## config.mk

```make
export PLATFORM = sky130hd
export DESIGN_NAME = perceptron_sequencer
export DESIGN_NICKNAME = d
export VERILOG_FILES = /design/src/rtl/perceptron_pkg.sv /design/src/rtl/perceptron_regfile.sv /design/src/rtl/perceptron_sequencer.sv
export SDC_FILE = /design/constraint.sdc
export NUM_CORES = 1
export LEC_CHECK = 0
export CORE_UTILIZATION = 40
export CTS_BUF_LIST = sky130_fd_sc_hd__clkbuf_4 sky130_fd_sc_hd__clkbuf_8 sky130_fd_sc_hd__clkbuf_16
export DETAILED_ROUTE_END_ITERATION = 10
export DONT_BUFFER_PORTS = 1
export PLACE_DENSITY_LB_ADDON = 0.25
export SYNTH_ARGS = -nofsm -noshare
export SYNTH_HDL_FRONTEND = slang
export SYNTH_SLANG_ARGS = --single-unit
```

## constraint.sdc

```tcl
create_clock -name clk -period 4.7 [get_ports clk]
set_input_delay 0.47 -clock clk [delete_from_list [all_inputs] [get_ports clk]]
set_output_delay 0.47 -clock clk [all_outputs]
set_load 0.05 [all_outputs]
```

## src/rtl/perceptron_pkg.sv

```systemverilog
// perceptron_pkg
// Shared types and constants for the perceptron control blocks.
//   DATA_W      : width of every x, w and accumulated value (8-bit, wraps)
//   PAIR_W      : width of one packed x/w pair as stored in the register file
//   seq_state_t : sequencer FSM states (IDLE, RUN, DONE)
//   pair_t      : one input/weight pair, x in the upper byte, w in the lower
//   addr_width  : index width for a table of `depth` entries, never below 1
package perceptron_pkg;

    localparam int DATA_W = 8;
    localparam int PAIR_W = 2 * DATA_W;

    typedef enum logic [1:0] {
        IDLE,
        RUN,
        DONE
    } seq_state_t;

    typedef struct packed {
        logic [DATA_W-1:0] x;
        logic [DATA_W-1:0] w;
    } pair_t;

    // A single-entry table still needs a one-bit address port.
    function automatic int addr_width(input int depth);
        return (depth > 1) ? $clog2(depth) : 1;
    endfunction

endpackage

```

## src/rtl/perceptron_regfile.sv

```systemverilog
// perceptron_regfile
// Small register file holding the x/w pairs of one inference.
// Ports:
//   clk, rst : clock and synchronous active-high clear of every entry
//   wr_en    : write strobe, wr_data lands in entry wr_addr at the clock edge
//   wr_addr  : write index; indices at or beyond DEPTH are dropped
//   wr_data  : packed pair {x, w}
//   rd_addr  : asynchronous read index
//   rd_data  : packed pair at rd_addr (zero for out-of-range indices)
module perceptron_regfile
    import perceptron_pkg::*;
#(
    parameter int DEPTH = 4,
    parameter int AW    = 2
) (
    input  logic              clk,
    input  logic              rst,
    input  logic              wr_en,
    input  logic [AW-1:0]     wr_addr,
    input  logic [PAIR_W-1:0] wr_data,
    input  logic [AW-1:0]     rd_addr,
    output logic [PAIR_W-1:0] rd_data
);

    logic [PAIR_W-1:0] mem_q [DEPTH];
    logic [PAIR_W-1:0] mem_d [DEPTH];

    // Next contents: unchanged except for the addressed entry on a write.
    // The range check matters only when DEPTH is not a power of two.
    always_comb begin
        mem_d = mem_q;
        if (wr_en && (int'(wr_addr) < DEPTH)) begin
            mem_d[wr_addr] = wr_data;
        end
    end

    // Storage with synchronous clear so a reset leaves all pairs at zero.
    always_ff @(posedge clk) begin
        if (rst) begin
            for (int i = 0; i < DEPTH; i++) begin
                mem_q[i] <= '0;
            end
        end else begin
            mem_q <= mem_d;
        end
    end

    // Asynchronous read so the sequencer can register the next operand
    // in the same cycle it decides to advance.
    always_comb begin
        rd_data = '0;
        if (int'(rd_addr) < DEPTH) begin
            rd_data = mem_q[rd_addr];
        end
    end

endmodule

```

## src/rtl/perceptron_sequencer.sv

```systemverilog
// perceptron_sequencer
// Initiator side of an external multi-cycle MAC: steps through N_INPUTS
// x/w pairs, feeds the running sum back as mac_prev, captures mac_out once
// the MAC pipeline has settled, then applies a step threshold.
// Parameters:
//   N_INPUTS    : pairs per inference (1..16)
//   MAC_LATENCY : register stages from MAC operands to mac_out
//   THRESH      : unsigned step threshold, y = (y_acc >= THRESH)
// Ports:
//   clk, rst                          : clock, synchronous active-high reset
//   load_en/load_addr/load_x/load_w   : register file write, honoured in IDLE only
//   start                             : begin an inference, honoured in IDLE only
//   mac_x, mac_w, mac_prev            : registered MAC operands
//   mac_out                           : MAC result
//   busy                              : inference in progress (RUN and DONE)
//   done                              : one-cycle pulse, coincident with new y/y_acc
//   y, y_acc                          : activation and final 8-bit dot product
module perceptron_sequencer
    import perceptron_pkg::*;
#(
    parameter int                N_INPUTS    = 4,
    parameter int                MAC_LATENCY = 3,
    parameter logic [DATA_W-1:0] THRESH      = 8'd64,
    localparam int               AW          = addr_width(N_INPUTS),
    localparam int               CW          = addr_width(MAC_LATENCY + 1)
) (
    input  logic              clk,
    input  logic              rst,
    input  logic              load_en,
    input  logic [AW-1:0]     load_addr,
    input  logic [DATA_W-1:0] load_x,
    input  logic [DATA_W-1:0] load_w,
    input  logic              start,
    output logic [DATA_W-1:0] mac_x,
    output logic [DATA_W-1:0] mac_w,
    output logic [DATA_W-1:0] mac_prev,
    input  logic [DATA_W-1:0] mac_out,
    output logic              busy,
    output logic              done,
    output logic              y,
    output logic [DATA_W-1:0] y_acc
);

    seq_state_t        state_q, state_d;
    logic [AW-1:0]     idx_q, idx_d;
    logic [CW-1:0]     cnt_q, cnt_d;
    logic [DATA_W-1:0] acc_q, acc_d;
    logic [DATA_W-1:0] mac_x_q, mac_x_d;
    logic [DATA_W-1:0] mac_w_q, mac_w_d;
    logic [DATA_W-1:0] mac_prev_q, mac_prev_d;
    logic              busy_q, busy_d;
    logic              done_q, done_d;
    logic              y_q, y_d;
    logic [DATA_W-1:0] y_acc_q, y_acc_d;

    logic              wr_en;
    logic [AW-1:0]     rd_addr;
    logic [PAIR_W-1:0] rd_data;
    pair_t             rd_pair;
    pair_t             first_pair;
    logic              step_end;
    logic              last_pair;

    // The pair table is frozen for the whole inference.
    assign wr_en = load_en && (state_q == IDLE);

    perceptron_regfile #(
        .DEPTH (N_INPUTS),
        .AW    (AW)
    ) u_regfile (
        .clk     (clk),
        .rst     (rst),
        .wr_en   (wr_en),
        .wr_addr (load_addr),
        .wr_data ({load_x, load_w}),
        .rd_addr (rd_addr),
        .rd_data (rd_data)
    );

    assign rd_pair = pair_t'(rd_data);

    // A write to entry 0 in the start cycle lands at the same edge that
    // registers pair 0, so it is forwarded around the register file.
    assign first_pair = (wr_en && (load_addr == '0)) ? pair_t'({load_x, load_w}) : rd_pair;

    assign step_end  = (cnt_q == CW'(MAC_LATENCY));
    assign last_pair = (idx_q == AW'(N_INPUTS - 1));

    // Next-state and output decode. The read port looks at entry 0 while
    // idle and at the following entry while running, so the next operands
    // are ready at the edge that ends the current step.
    always_comb begin
        state_d    = state_q;
        idx_d      = idx_q;
        cnt_d      = cnt_q;
        acc_d      = acc_q;
        mac_x_d    = mac_x_q;
        mac_w_d    = mac_w_q;
        mac_prev_d = mac_prev_q;
        busy_d     = busy_q;
        done_d     = 1'b0;
        y_d        = y_q;
        y_acc_d    = y_acc_q;
        rd_addr    = '0;

        case (state_q)
            IDLE: begin
                busy_d = 1'b0;
                if (start) begin
                    idx_d      = '0;
                    cnt_d      = '0;
                    acc_d      = '0;
                    mac_x_d    = first_pair.x;
                    mac_w_d    = first_pair.w;
                    mac_prev_d = '0;
                    busy_d     = 1'b1;
                    state_d    = RUN;
                end
            end

            RUN: begin
                rd_addr = idx_q + AW'(1);
                if (step_end) begin
                    cnt_d = '0;
                    acc_d = mac_out;
                    if (last_pair) begin
                        // Results are published on entry to DONE so that
                        // done and the new y/y_acc appear in the same cycle.
                        done_d  = 1'b1;
                        y_acc_d = mac_out;
                        y_d     = (mac_out >= THRESH);
                        state_d = DONE;
                    end else begin
                        idx_d      = idx_q + AW'(1);
                        mac_x_d    = rd_pair.x;
                        mac_w_d    = rd_pair.w;
                        mac_prev_d = mac_out;
                    end
                end else begin
                    cnt_d = cnt_q + CW'(1);
                end
            end

            DONE: begin
                busy_d  = 1'b0;
                state_d = IDLE;
            end

            default: begin
                busy_d  = 1'b0;
                state_d = IDLE;
            end
        endcase
    end

    // State and output registers; reset abandons any inference silently.
    always_ff @(posedge clk) begin
        if (rst) begin
            state_q    <= IDLE;
            idx_q      <= '0;
            cnt_q      <= '0;
            acc_q      <= '0;
            mac_x_q    <= '0;
            mac_w_q    <= '0;
            mac_prev_q <= '0;
            busy_q     <= 1'b0;
            done_q     <= 1'b0;
            y_q        <= 1'b0;
            y_acc_q    <= '0;
        end else begin
            state_q    <= state_d;
            idx_q      <= idx_d;
            cnt_q      <= cnt_d;
            acc_q      <= acc_d;
            mac_x_q    <= mac_x_d;
            mac_w_q    <= mac_w_d;
            mac_prev_q <= mac_prev_d;
            busy_q     <= busy_d;
            done_q     <= done_d;
            y_q        <= y_d;
            y_acc_q    <= y_acc_d;
        end
    end

    assign mac_x    = mac_x_q;
    assign mac_w    = mac_w_q;
    assign mac_prev = mac_prev_q;
    assign busy     = busy_q;
    assign done     = done_q;
    assign y        = y_q;
    assign y_acc    = y_acc_q;

endmodule

```

==> results.yml <==
timing:
  finalCritPeriodShare: 0.528
  finalSetupTns_ns: 0
  finalHoldViolCount: 0
  setup_violations: 0
  rsz0062_at_grt: "no"
  clock_skew_ns: 0.00638
  period_needed_ns: 2.48
  max_freq_mhz: 403
  slew_viol_final: 0
  tightest_slew_ns: 1.22
  relSlewSlack: 0.186
global_route:
  grt_pass1_vias: 3468
  grt_pass1_wl_microns: 17700
  antenna_found_initial: 0
  grt_max_degree: 106
  grtUsageTotal: 0.195
  grt_remaining_overflow: 0
floorplan:
  rows: 38
  start_util: 0.418
  dieArea_sq_um: 11900
  die_w_microns: 109
  io_pins: 65
  die_y_microns: 109
  core_sq_um: 11000
power:
  finalPower_w: 0.00187
  p_leak_nw: 1.74
  vdd_drop_max_v: 0.000185
  power.density_nw_per_um2: 386
yosys:
  ys_async_sr_fraction: 0
  yosysUniqueCellTypes: 39
  netlist_top_cells_count: "144 x nand2_1, 105 x dfxtp_1, 69 x a21oi_1"
  synth_top_area_share: 0.458
  synthCells: 547
  synth_edf_count: 0
  synth_most_common_cell: "nand2_1"
  yosys.area.top_type: "dfxtp_1"
  ys_warn_count: 0
  yosys-top-cells-area: "dfxtp_1 46%, nand2_1 12%, a21oi_1 7.5%"
  synth_area_sq_um: 4590
  synth-seq-area-share: 0.458
  syn_nets: 579
  syn_area_per_cell_sq_um: 8.38
  ys_ff_latch: 105
  synthFlopType: "dfxtp_1"
cts:
  insertion_delay_ns: 0.34
  cts_tree: "yes"
  cts_resized: 0
  numCtsBuffers: 9
  htree_levels: 3
  root_buffer: "clkbuf_16"
  postCtsSetupRepairBufs: 0
  cts_buffer_depth: 2
  cts.clk_slew.worst_paths_ns: 0.07
  cts_hold_buffers: 0
  clock_sinks: 105
cells_and_area:
  num_antenna_cells: 0
  nets: 550
  fillers: 1090
  drive_above_1_share: 0.0612
  syn_to_final_growth_pct: 5.84
route:
  dr.pass1.iters: 5
  postRouteAntennaNets: 0
  drc_errors: 0
  drt_wl_total_microns: 11300
  wl_per_cell_microns: 17.0
  vias: 3717
  drt_iter0_markers: 363
  avgViaCountPerCell: 5.61
placed_design:
  place.gp.congestion: 0.782
  hpwl_microns: 7160
  port-buffer-count: 0
status:
  outcome: "complete, no violations"
hold_path:
  hp-class: "primary input to flop"
setup_path:
  start_kind: "flop"
  path_class: "flop to flop"
  cp-end-kind: "flop"
  cp_data_arrival_time_ns: 2.74
  crit_fanout: 42
  crit_required_ns: 4.95
flow_run:
  max_cap_viol_count: 0
==> path summary, 6_finish.rpt <==
| kind | startpoint | end | slack, ns | depth (start not counted) |
|---|---|---|---|---|
| max reg2reg | idx_q[0] | mac_x[7] | 2.22 | 5 |
| max | idx_q[0] | mac_x[7] | 2.22 | 5 |
| min | rst | u_regfile.mem_q[36] | 0.19 | 1 |
| min reg2reg | u_regfile.mem_q[35] | u_regfile.mem_q[35] | 0.45 | 2 |
==> state kept, by name, indices dropped and copies added (netlist names), 2 cells and up <==
register,cells
mac_w,8
idx_q,2
y_acc,8
mac_prev,8
mac_x,8
state_q,2
cnt_q,2
u_regfile.mem_q,64
==> cell type report <==
cell class	count	area, sq um	area share
multi-input combinational	395	2230	0.459
timing repair buffer	7	52.6	0.0108
tap	140	175	0.0361
clock buffer	11	240	0.0495
clock inverter	5	56.3	0.0116
sequential	105	2100	0.433
==> kinds of logic (layout without fill, tap and decap cells) <==
group | after synthesis | count (layout) | share of synthesized area
and+or+nand+nor | 224 | 224 | 0.229
adders and majority gates | 2 | 2 | 0.00546
DFF | 105 | 105 | 0.458
AOI/OAI and AO/OA | 137 | 137 | 0.181
muxes | 32 | 32 | 0.0701
buffers and inverters | 47 | 23 | 0.0559
==> metrics by stage <==
stage,utilization,hold WS [ns],worst slack (ns),cell area (sq um),cells
final,0.442,0.190,2.22,4850,663
after global routing,0.442,0.166,1.96,4850,663
after CTS,0.442,0.179,2.18,4850,663
after detailed placement,0.415,0.440,2.21,4560,647
after global placement,0.415,0.436,2.27,4560,647
after floorplan,-,0.432,3.10,4590,547
==> critical path: stages, from the launching register on <==
cell and delay (ns):
dfxtp_1 0.55, ha_1 0.38, nand3b_4 0.19, a21oi_4 0.88
nor2_1 0.11, a311oi_2 0.27
==> cells in the final DEF (no fill, tap or decap), types with 3 or more instances in the layout <==
cell and n:
buf_4 7, a21oi_1 69, nand3_1 10, o2111ai_1 15, dfxtp_1 105, a31oi_1 15
nor2_1 38, nor4bb_1 14, mux2i_1 31, o21ai_0 17, clkbuf_16 9, nand2b_1 3
nand2_1 144, o21bai_1 15
==> per-layer routing <==
layer | track usage | share of wire | vias to the layer above
li1 | - | - | 1836
met1 | 0.254 | 0.46 | 1763
met2 | 0.301 | 0.45 | 109
met3 | 0.0652 | 0.076 | 9
met4 | 0.0647 | 0.0096 | 0
met5 | 0 | 0 | -
==> report_power, final <==
| group | total (W) | leakage [nW] | internal (W) | switching [W] |
|---|---|---|---|---|
| clock network | 0.000748 | 0.146 | 0.000424 | 0.000324 |
| registers | 0.000991 | 0.854 | 0.000920 | 0.0000702 |
| logic | 0.000136 | 0.739 | 0.0000553 | 0.0000812 |
| total | 0.00187 | 1.74 | 0.00140 | 0.000475 |
(Power assumes the default switching activity.)
